===== src/rtl/hazard_ctrl_pkg.sv =====
// Shared types for the hazard sequencer: FSM state encoding, hazard need codes
// and the register-match helper used by the hazard detector.
package hazard_ctrl_pkg;

    typedef enum logic {
        ST_RUN    = 1'b0,
        ST_STALL2 = 1'b1
    } hz_state_e;

    typedef enum logic [1:0] {
        NEED_NONE = 2'd0,
        NEED_ONE  = 2'd1,
        NEED_TWO  = 2'd2
    } hz_need_e;

    // A producer register conflicts with the ID instruction when it is not $0
    // and equals rs, or equals rt while the ID instruction actually reads rt.
    function automatic logic reg_match(
        input logic [4:0] r,
        input logic [4:0] rs,
        input logic [4:0] rt,
        input logic       uses_rt
    );
        return (r != 5'd0) && ((r == rs) || (uses_rt && (r == rt)));
    endfunction

endpackage


===== src/rtl/hazard_ctrl_sat_counter.sv =====
// Saturating up-counter with synchronous clear; holds at all-ones.
module sat_counter #(
    parameter int CNT_W = 16
) (
    input  logic             clk_i,
    input  logic             rst_i,
    input  logic             clr_i,
    input  logic             inc_i,
    output logic [CNT_W-1:0] cnt_o
);

    logic [CNT_W-1:0] cnt_q;
    logic [CNT_W-1:0] cnt_d;

    // Increment unless already saturated.
    always_comb begin
        cnt_d = cnt_q;
        if (inc_i && (cnt_q != {CNT_W{1'b1}})) begin
            cnt_d = cnt_q + {{(CNT_W-1){1'b0}}, 1'b1};
        end
    end

    // Count register with synchronous reset/clear.
    always_ff @(posedge clk_i) begin
        if (rst_i || clr_i) begin
            cnt_q <= '0;
        end else begin
            cnt_q <= cnt_d;
        end
    end

    assign cnt_o = cnt_q;

endmodule


===== src/rtl/hazard_ctrl.sv =====
// Pipeline hazard sequencer: load-use and ID-branch operand stalls, taken-branch
// IF_ID flush, whole-pipe freeze while data memory is busy, and saturating
// stall/flush performance counters. Control outputs are combinational from
// the current state and inputs. state_dbg_o exposes the FSM state.
module hazard_ctrl
    import hazard_ctrl_pkg::*;
#(
    parameter int CNT_W = 16
) (
    input  logic             clk_i,
    input  logic             rst_i,
    input  logic [4:0]       IF_ID_RS,
    input  logic [4:0]       IF_ID_RT,
    input  logic             ID_uses_rt,
    input  logic             ID_branch,
    input  logic             ID_branch_taken,
    input  logic [4:0]       ID_EX_RD,
    input  logic             ID_EX_regwrite,
    input  logic             ID_EX_memread,
    input  logic [4:0]       EX_MEM_RD,
    input  logic             EX_MEM_memread,
    input  logic             dmem_busy_i,
    output logic             PC_write,
    output logic             IF_ID_write,
    output logic             IF_ID_flush,
    output logic             ID_EX_flush,
    output logic             pipe_freeze,
    output logic [CNT_W-1:0] stall_cnt_o,
    output logic [CNT_W-1:0] flush_cnt_o,
    output hz_state_e        state_dbg_o
);

    hz_state_e state_q;
    hz_state_e state_d;
    hz_need_e  need;
    logic      ex_hit;
    logic      mem_hit;
    logic      stall_inc;
    logic      flush_inc;

    // Hazard need: stall cycles the current ID instruction requires.
    always_comb begin
        ex_hit  = reg_match(ID_EX_RD,  IF_ID_RS, IF_ID_RT, ID_uses_rt);
        mem_hit = reg_match(EX_MEM_RD, IF_ID_RS, IF_ID_RT, ID_uses_rt);
        need    = NEED_NONE;
        if (ID_EX_memread && ex_hit) begin
            need = ID_branch ? NEED_TWO : NEED_ONE;
        end else if (ID_branch && ID_EX_regwrite && ex_hit) begin
            need = NEED_ONE;
        end else if (ID_branch && EX_MEM_memread && mem_hit) begin
            need = NEED_ONE;
        end
    end

    // State register.
    always_ff @(posedge clk_i) begin
        if (rst_i) begin
            state_q <= ST_RUN;
        end else begin
            state_q <= state_d;
        end
    end

    // Next state: busy freezes the FSM; STALL2 always returns to RUN.
    always_comb begin
        state_d = state_q;
        if (!dmem_busy_i) begin
            if (state_q == ST_STALL2) begin
                state_d = ST_RUN;
            end else if (need == NEED_TWO) begin
                state_d = ST_STALL2;
            end else begin
                state_d = ST_RUN;
            end
        end
    end

    // Pipeline control outputs and counter increments, in priority order.
    always_comb begin
        PC_write    = 1'b1;
        IF_ID_write = 1'b1;
        IF_ID_flush = 1'b0;
        ID_EX_flush = 1'b0;
        pipe_freeze = 1'b0;
        stall_inc   = 1'b0;
        flush_inc   = 1'b0;
        if (rst_i) begin
            PC_write    = 1'b0;
            IF_ID_write = 1'b0;
        end else if (dmem_busy_i) begin
            PC_write    = 1'b0;
            IF_ID_write = 1'b0;
            pipe_freeze = 1'b1;
            stall_inc   = 1'b1;
        end else if ((state_q == ST_STALL2) || (need != NEED_NONE)) begin
            // A stall beats a taken branch: the branch re-resolves later.
            PC_write    = 1'b0;
            IF_ID_write = 1'b0;
            ID_EX_flush = 1'b1;
            stall_inc   = 1'b1;
        end else if (ID_branch && ID_branch_taken) begin
            IF_ID_flush = 1'b1;
            flush_inc   = 1'b1;
        end
    end

    assign state_dbg_o = state_q;

    sat_counter #(.CNT_W(CNT_W)) u_stall_cnt (
        .clk_i (clk_i),
        .rst_i (rst_i),
        .clr_i (1'b0),
        .inc_i (stall_inc),
        .cnt_o (stall_cnt_o)
    );

    sat_counter #(.CNT_W(CNT_W)) u_flush_cnt (
        .clk_i (clk_i),
        .rst_i (rst_i),
        .clr_i (1'b0),
        .inc_i (flush_inc),
        .cnt_o (flush_cnt_o)
    );

endmodule

===== config.mk =====
export PLATFORM = sky130hd
export DESIGN_NAME = hazard_ctrl
export DESIGN_NICKNAME = d
export VERILOG_FILES = /design/src/rtl/hazard_ctrl_pkg.sv /design/src/rtl/hazard_ctrl_sat_counter.sv /design/src/rtl/hazard_ctrl.sv
export SDC_FILE = /design/constraint.sdc
export NUM_CORES = 1
export LEC_CHECK = 0
export ABC_AREA = 1
export BUFFER_PORTS_ARGS = -buffer_cell sky130_fd_sc_hd__buf_2
export CORE_ASPECT_RATIO = 1.1
export CORE_MARGIN = 2
export CORE_UTILIZATION = 59
export CTS_BUF_LIST = sky130_fd_sc_hd__clkbuf_8
export DETAILED_ROUTE_END_ITERATION = 10
export PLACE_DENSITY_LB_ADDON = 0.08
export SLEW_MARGIN = 20
export SYNTH_ARGS = -nofsm -noshare
export SYNTH_HDL_FRONTEND = slang
export SYNTH_HIERARCHICAL = 1
export SYNTH_SLANG_ARGS = --single-unit

===== constraint.sdc =====
create_clock -name clk_i -period 6.3 [get_ports clk_i]
set_clock_uncertainty 0.15 [all_clocks]
set_input_delay 1.89 -clock clk_i [delete_from_list [all_inputs] [get_ports clk_i]]
set_output_delay 1.89 -clock clk_i [all_outputs]
set_load 0.005 [all_outputs]

==> results of run 1 <==
tightest hold or removal path, stage by stage (launching register included):
cell     delay (ns)
dfxtp_1        0.34
nor2_1         0.10
nor2_1         0.05
flip-flops by register name, indices dropped and copies added, names as in the netlist:
signal / flops
u_flush_cnt/cnt_o: 16
state_dbg_o: 1
u_stall_cnt/cnt_o: 16
kinds of logic after synthesis:
kind of cell	count (synthesis)	synth area share, %
DFF	33	26.2
other	1	0.149
buffers and inverters	62	10.6
and+or+nand+nor	303	56.4
adders and majority gates	2	0.993
AOI/OAI and AO/OA	23	4.62
xor gates and xnor gates	3	1.04
power breakdown:
group / internal [mW] / total, mW / switching [mW]
combinational: 0.0209 / 0.0530 / 0.0321
clock: 0.0762 / 0.158 / 0.0822
sequential: 0.209 / 0.210 / 0.000861
cell usage in the layout, fill, tap and decap left out, types with 2 or more instances in the layout:
master      n
ha_1        2
o21ai_0     7
nand3_1    33
nand2_1   135
clkbuf_8    5
inv_2       7
nand3_2     2
nor2_1     91
nand2_2     3
nor2_4      8
dfxtp_1    33
nand4_4     2
inv_1      50
a21oi_1    15
nor2_8      2
xnor2_1     2
and2_2      2
buf_2      66
nor2_2     11
clkinv_2    2
nand2_4     4
nand4_1     4
and3_2      2
conb_1      2
nand3b_1    2
Yosys cell counts (all sizes together) (3+ instances only):
cell	count	area (um^2)
nand4	6	67.6
dfxtp	33	661
nand3	35	185
and2	3	21.3
nor2	112	541
inv	57	214
buf	5	52.6
nand2	142	571
a21oi	15	75.1
o21ai	7	35.0
worst paths after layout:
path | startpoint | endpoint | slack [ns] | depth (start not counted)
worst max-delay path | ID_EX_RD[2] | IF_ID_flush | 1.03 | 7
worst min-delay path | u_flush_cnt/cnt_o[1] | u_flush_cnt/cnt_o[1] | 0.37 | 2
worst max register to register | state_dbg_o | u_flush_cnt/cnt_o[14] | 4.27 | 10
worst min register to register | u_flush_cnt/cnt_o[1] | u_flush_cnt/cnt_o[1] | 0.37 | 2
per-stage QoR:
stage | cells | util (%) | setup slack, ns | power (mW)
floorplan | 428 | - | 1.60 | 0.247
global placement | 541 | 71.2 | 1.08 | 0.266
detailed placement | 541 | 71.2 | 1.07 | 0.267
CTS | 549 | 73.4 | 1.06 | 0.426
global route | 549 | 73.4 | 0.913 | 0.442
finish | 549 | 73.4 | 1.03 | 0.422
layer usage:
layer  GRT usage (%)  vias up
li1                -     1441
met1            32.5     1208
met2            47.3       61
met3            4.19        9
met4            7.03        0
met5               0        -
final cells by class:
type / instances / share of cell area (%)
multi-input cells: 333 / 54.0
flip-flops and latches: 33 / 22.4
repair buffers: 66 / 11.2
inverters: 57 / 7.25
clock buffers: 5 / 2.33
well taps: 52 / 2.20
clock inverters: 3 / 0.593
==> reports/summary.txt, run 1 <==
Status = finished, final reports clean
DR pass1 iterations = 4
Synthesized instance count = 427
Fillers = 365
Initial Util = 62.6%
Period utilisation layout = 83.6%
Final ANT Viol Nets = 0
Port bufs = 66
Critical-path cell list = buf_2 > nor3_1 > nand3_1 > nand3_2 > nand3_2 > nor2_1 > buf_2
Synth Register Bits = 33
Critical Path Sink Type = primary output
Post-synth EDFFs = 0
Critical path class = in2out
Tightest Pin Transition = 1.11 ns
Multi-input combinational cell area = 1600 um^2
TritonCTS clock tree = done
Setup Fix Bufs, Post-CTS = 0
Synth Flop Type = dfxtp_1
Initial antenna violation count = 0
Vias in the first global route = 2442
Total gr overflow = 0
Layout cells sized above 1 = 23.5%
DP Area = 2870 um^2
Fmax = 190 MHz
# setup viols final = 0
Area Overhead vs Synth = 17.2%
RSZ-0062 raised after global routing = false
Worst stage delay on the critical path = 0.35 ns
Relative slew margins = 25.5%
Max VDD drop = 0.115 mV
Die span in y = 72.5 um
Detailed-route wire length = 5780 um
Worst endpoint data arrival time = 3.23 ns
Total GRT Usage = 26.4%
Die Wd = 66.3 um
Max-Cap Viols = 0
Count of different cell masters after synthesis = 28
CP Max Fanout = 6
FF/Latch Area = 661 um^2
Worst min-delay path class = reg2reg
Vias = 2719
ANT cells = 0
Met3 wire len = 248 um
# hold bufs at CTS = 0
Yosys warning count = 6
I/O Pins = 67
Final Hold Viols = 0
CORE AREA = 4020 um^2
Top sig layer = met4
Async S/R FF share, synth = 0%
Skew-Pair Late Insertion Delay = 0.29 ns
Post-route DRC = 0
Post-synthesis sequential area ratio = 26.2%
Avg Cell Area, Syn = 5.90 um^2
Pwr dens = 143 nW/um^2
Worst Setup Start Kind = primary input
Slowest-stage cell, CP = nor2_1
Setup TNS = 0 ns
Max Root-Sink Buffers = 2
Via density = 4.95
Family with the most delay on the worst path = simple AND/OR/NAND/NOR gates
H-tree levels = 2
Post-Syn Area = 2520 um^2
Row Count = 24
Final-stage net count = 527
Hold_ws = 0.370 ns
WL met1 = 2520 um
Clk pin slew, worst setup/hold paths = 0.07 ns
DR WL/cell = 10.5 um
Number of sinks on the clock net = 33
DIE AREA = 4810 um^2
Leakage = 1.52 nW
Root Buffer = clkbuf_8
Largest net degree at the start of global routing = 17
TritonCTS buffer count = 5
First-pass GRT wire length = 10200 um
Slew Limit Fails = 0
Wire length on met2 = 2920 um
Initial DRC count = 136
CP Buf/Inv Count = 2
CP Data Required Time = 4.26 ns
GP Congestion = 0.964
Final Critical Period = 5.27 ns
Post-CTS sizing = 0
Post-detail-place hpwl = 4630 um
Final instance area = 2950 um^2
Power figures use the tool's default switching activity.
==> run 2: changes to the inputs <==
--- a/config.mk
+++ b/config.mk
@@ -5,11 +5,11 @@
 export SDC_FILE = /design/constraint.sdc
 export NUM_CORES = 1
 export LEC_CHECK = 0
-export ABC_AREA = 1
+export ABC_AREA = 0
 export BUFFER_PORTS_ARGS = -buffer_cell sky130_fd_sc_hd__buf_2
 export CORE_ASPECT_RATIO = 1.1
 export CORE_MARGIN = 2
-export CORE_UTILIZATION = 59
+export CORE_UTILIZATION = 47
 export CTS_BUF_LIST = sky130_fd_sc_hd__clkbuf_8
 export DETAILED_ROUTE_END_ITERATION = 10
 export PLACE_DENSITY_LB_ADDON = 0.08
==> constraint.sdc (replaced) <==
create_clock -name clk_i -period 4.6 [get_ports clk_i]
set_clock_uncertainty 0.15 [all_clocks]
set_input_delay 1.38 -clock clk_i [delete_from_list [all_inputs] [get_ports clk_i]]
set_output_delay 1.38 -clock clk_i [all_outputs]
set_load 0.005 [all_outputs]
==> run 2 against run 1 <==
Core utilization down 13 points. Synthesized area down 18%. Sequential power up 37%. Critical path depth down 1. Combinational power up 14%. Count of clock-buffer cells in the layout up 1. Final cell count down 32%.
==> reports/summary.txt, run 2 <==
Status = finished, final reports clean
Worst min-delay path class = reg2reg
Max Root-Sink Buffers = 2
Top-count cell post-synth = dfxtp_1
Reg power frac = 45.4%
Die Wd = 67.1 um
Setup Fix Bufs, Post-CTS = 0
Final Critical Period = 4.45 ns
DR WL/cell = 13.7 um
Hold_sp = u_flush_cnt/cnt_o[14]
Vias = 2105
Worst endpoint data arrival time = 2.92 ns
Async S/R FF share, synth = 0%
Max VDD drop = 0.111 mV
Post-CTS sizing = 0
Setup TNS = 0 ns
Period utilisation layout = 96.8%
Synth Area in Simple Gates = 35.4%
TritonCTS clock tree = done
Yosys warning count = 6
Worst Reg-to-Reg Cells = 7
Synth Register Bits = 33
H-tree levels = 2
Layout cells sized above 1 = 29.5%
Relative slew margins = 49.2%
Post-Syn Area = 2060 um^2
Synth cell count leaders = dfxtp_1, nand2_1, nor2_1
Post-synth EDFFs = 0
Count of different cell masters after synthesis = 38
Final-stage net count = 349
Max-Cap Viols = 0
R2R Setup Slk = 2.24 ns
Avg Cell Area, Syn = 8.43 um^2
Post-route DRC = 0
Leading cell types by total area after synthesis = dfxtp_1, xnor2_1, or4_1
Top cell type's share of synthesized area = 32.1%
Number of sinks on the clock net = 33
DIE AREA = 4920 um^2
Worst Setup Start Kind = primary input
Final ANT Viol Nets = 0
Tightest Pin Transition = 0.757 ns
Critical-path cell list = buf_2 > or3_1 > o311a_1 > a221oi_2 > and4_1 > buf_2
P_sw = 142 uW
Worst Hold Path EP = u_flush_cnt/cnt_o[14]
Row Count = 25
Layout Utilization = 60.3%
Compound-gate portion of the synthesized area = 17.9%
DR pass1 iterations = 4
Critical Path Most Common Cell = buf_2
Area Overhead vs Synth = 24.7%
Slowest-stage cell, CP = or3_1
Post-detail-place hpwl = 3780 um
I/O Pins = 67
Synthesized instance count = 244
Total gr overflow = 0
Die span in y = 73.4 um
Most common cell after layout, fill and taps aside = buf_2
Initial DRC count = 119
Clk pin slew, worst setup/hold paths = 0.07 ns
Pwr dens = 246 nW/um^2
Port bufs = 66
CP Data Required Time = 3.07 ns
XOR/XNOR share of the synthesized area = 9.37%
Critical Path Sink Type = primary output
RSZ-0062 raised after global routing = false
Post-synthesis sequential area ratio = 32.1%
CORE AREA = 4250 um^2
# setup viols final = 0
Comb power frac = 9.6%
Switching part of the total = 22.5%
Vias in the first global route = 1772
Post-synthesis adder-cell area fraction = 1.22%
TritonCTS buffer count = 5
Internal power = 489 uW
Largest net degree at the start of global routing = 17
Fillers = 404
Root Buffer = clkbuf_8
Synth Flop Type = dfxtp_1
Commonest cells after routing, fill and taps aside = buf_2, dfxtp_1, nand2_1
Slew Limit Fails = 0
Leakage = 1.11 nW
Post-synthesis mux area share = 0.974%
Synth area leader = dfxtp_1
ANT cells = 0
Clk pwr share = 45.0%
CP Max Fanout = 4
Detailed-route wire length = 5090 um
Critical path class = in2out
Final Hold Viols = 0
Total GRT Usage = 21.2%
# hold bufs at CTS = 0
Worst stage delay on the critical path = 0.38 ns
Via density = 5.64
GP Congestion = 0.799
Initial antenna violation count = 0
Initial Util = 48.3%
Skew-Pair Late Insertion Delay = 0.29 ns
Hold_ws = 0.346 ns
Worst flop-to-flop path endpoint = u_flush_cnt/cnt_o[8]
First-pass GRT wire length = 8090 um
Fmax = 224 MHz
Worst Hold Depth = 2
CP startpoint = EX_MEM_RD[0]
Largest family of logic cells by synthesized area = simple AND/OR/NAND/NOR gates
R2r startpoint = state_dbg_o
==> run 2: cell count changes after synthesis, moves of 12 or more <==
cell	change
nand2_1	-113
nor2_1	-70
inv_1	-47
nand3_1	-16
xnor2_1	+16
or4_1	+14
o31ai_1	+12
==> run 2: kinds of logic after synthesis <==
family / count (synthesis)
compound gates: 52
xor+xnor: 22
fa+ha+maj: 2
buf+inv: 10
flops: 33
mux: 2
other cells: 1
simple gates: 122
==> run 2: power by group through the flow <==
stage               registers (mW)  logic, mW  clock network, mW
detailed placement           0.294     0.0604                  0
CTS                          0.287     0.0607              0.291
global route                 0.287     0.0670              0.302
finish                       0.287     0.0605              0.284
floorplan                    0.294     0.0328                  0
global placement             0.294     0.0597                  0
==> run 2: layer usage <==
metal / vias to the layer above / routed length [um] / global-route usage (%)
li1: 1070 / - / -
met1: 978 / 2400 / 28.2
met2: 52 / 2360 / 33.3
met3: 5 / 282 / 5.05
met4: 0 / 53 / 7.48
met5: - / 0 / 0
==> run 2: cell type report <==
cell class | count | area, um^2 | area share, %
clock buffer | 6 | 82.6 | 3.22
clock inverter | 2 | 33.8 | 1.32
inverter | 3 | 11.3 | 0.439
multi-input combinational | 206 | 1360 | 52.9
sequential | 33 | 661 | 25.8
tap | 54 | 67.6 | 2.64
timing repair buffer | 69 | 353 | 13.8
==> run 2: per-stage QoR <==
stage | std cells | total power [mW] | setup slack, ns | cell area [um^2]
2_1_floorplan | 249 | 0.326 | 0.412 | 2070
3_3_place_gp | 365 | 0.353 | 0.167 | 2450
3_5_place_dp | 365 | 0.354 | 0.141 | 2450
4_1_cts | 373 | 0.639 | 0.135 | 2560
5_1_grt | 373 | 0.656 | 0.0962 | 2560
6_report | 373 | 0.631 | 0.145 | 2560
==> run 2: worst max-delay path by stage <==
stage,end,depth (start not counted)
after floorplan,IF_ID_flush,4
after global placement,IF_ID_flush,6
after detailed placement,IF_ID_flush,6
after CTS,IF_ID_flush,6
after global routing,IF_ID_flush,6
final,IF_ID_flush,6
==> run 2: worst max-delay path: cells and delay by family <==
kind / cells / cell delay, ns
and+or+nand+nor: 2 / 0.67
AOI/OAI and AO/OA: 2 / 0.63
buffers and inverters: 2 / 0.25
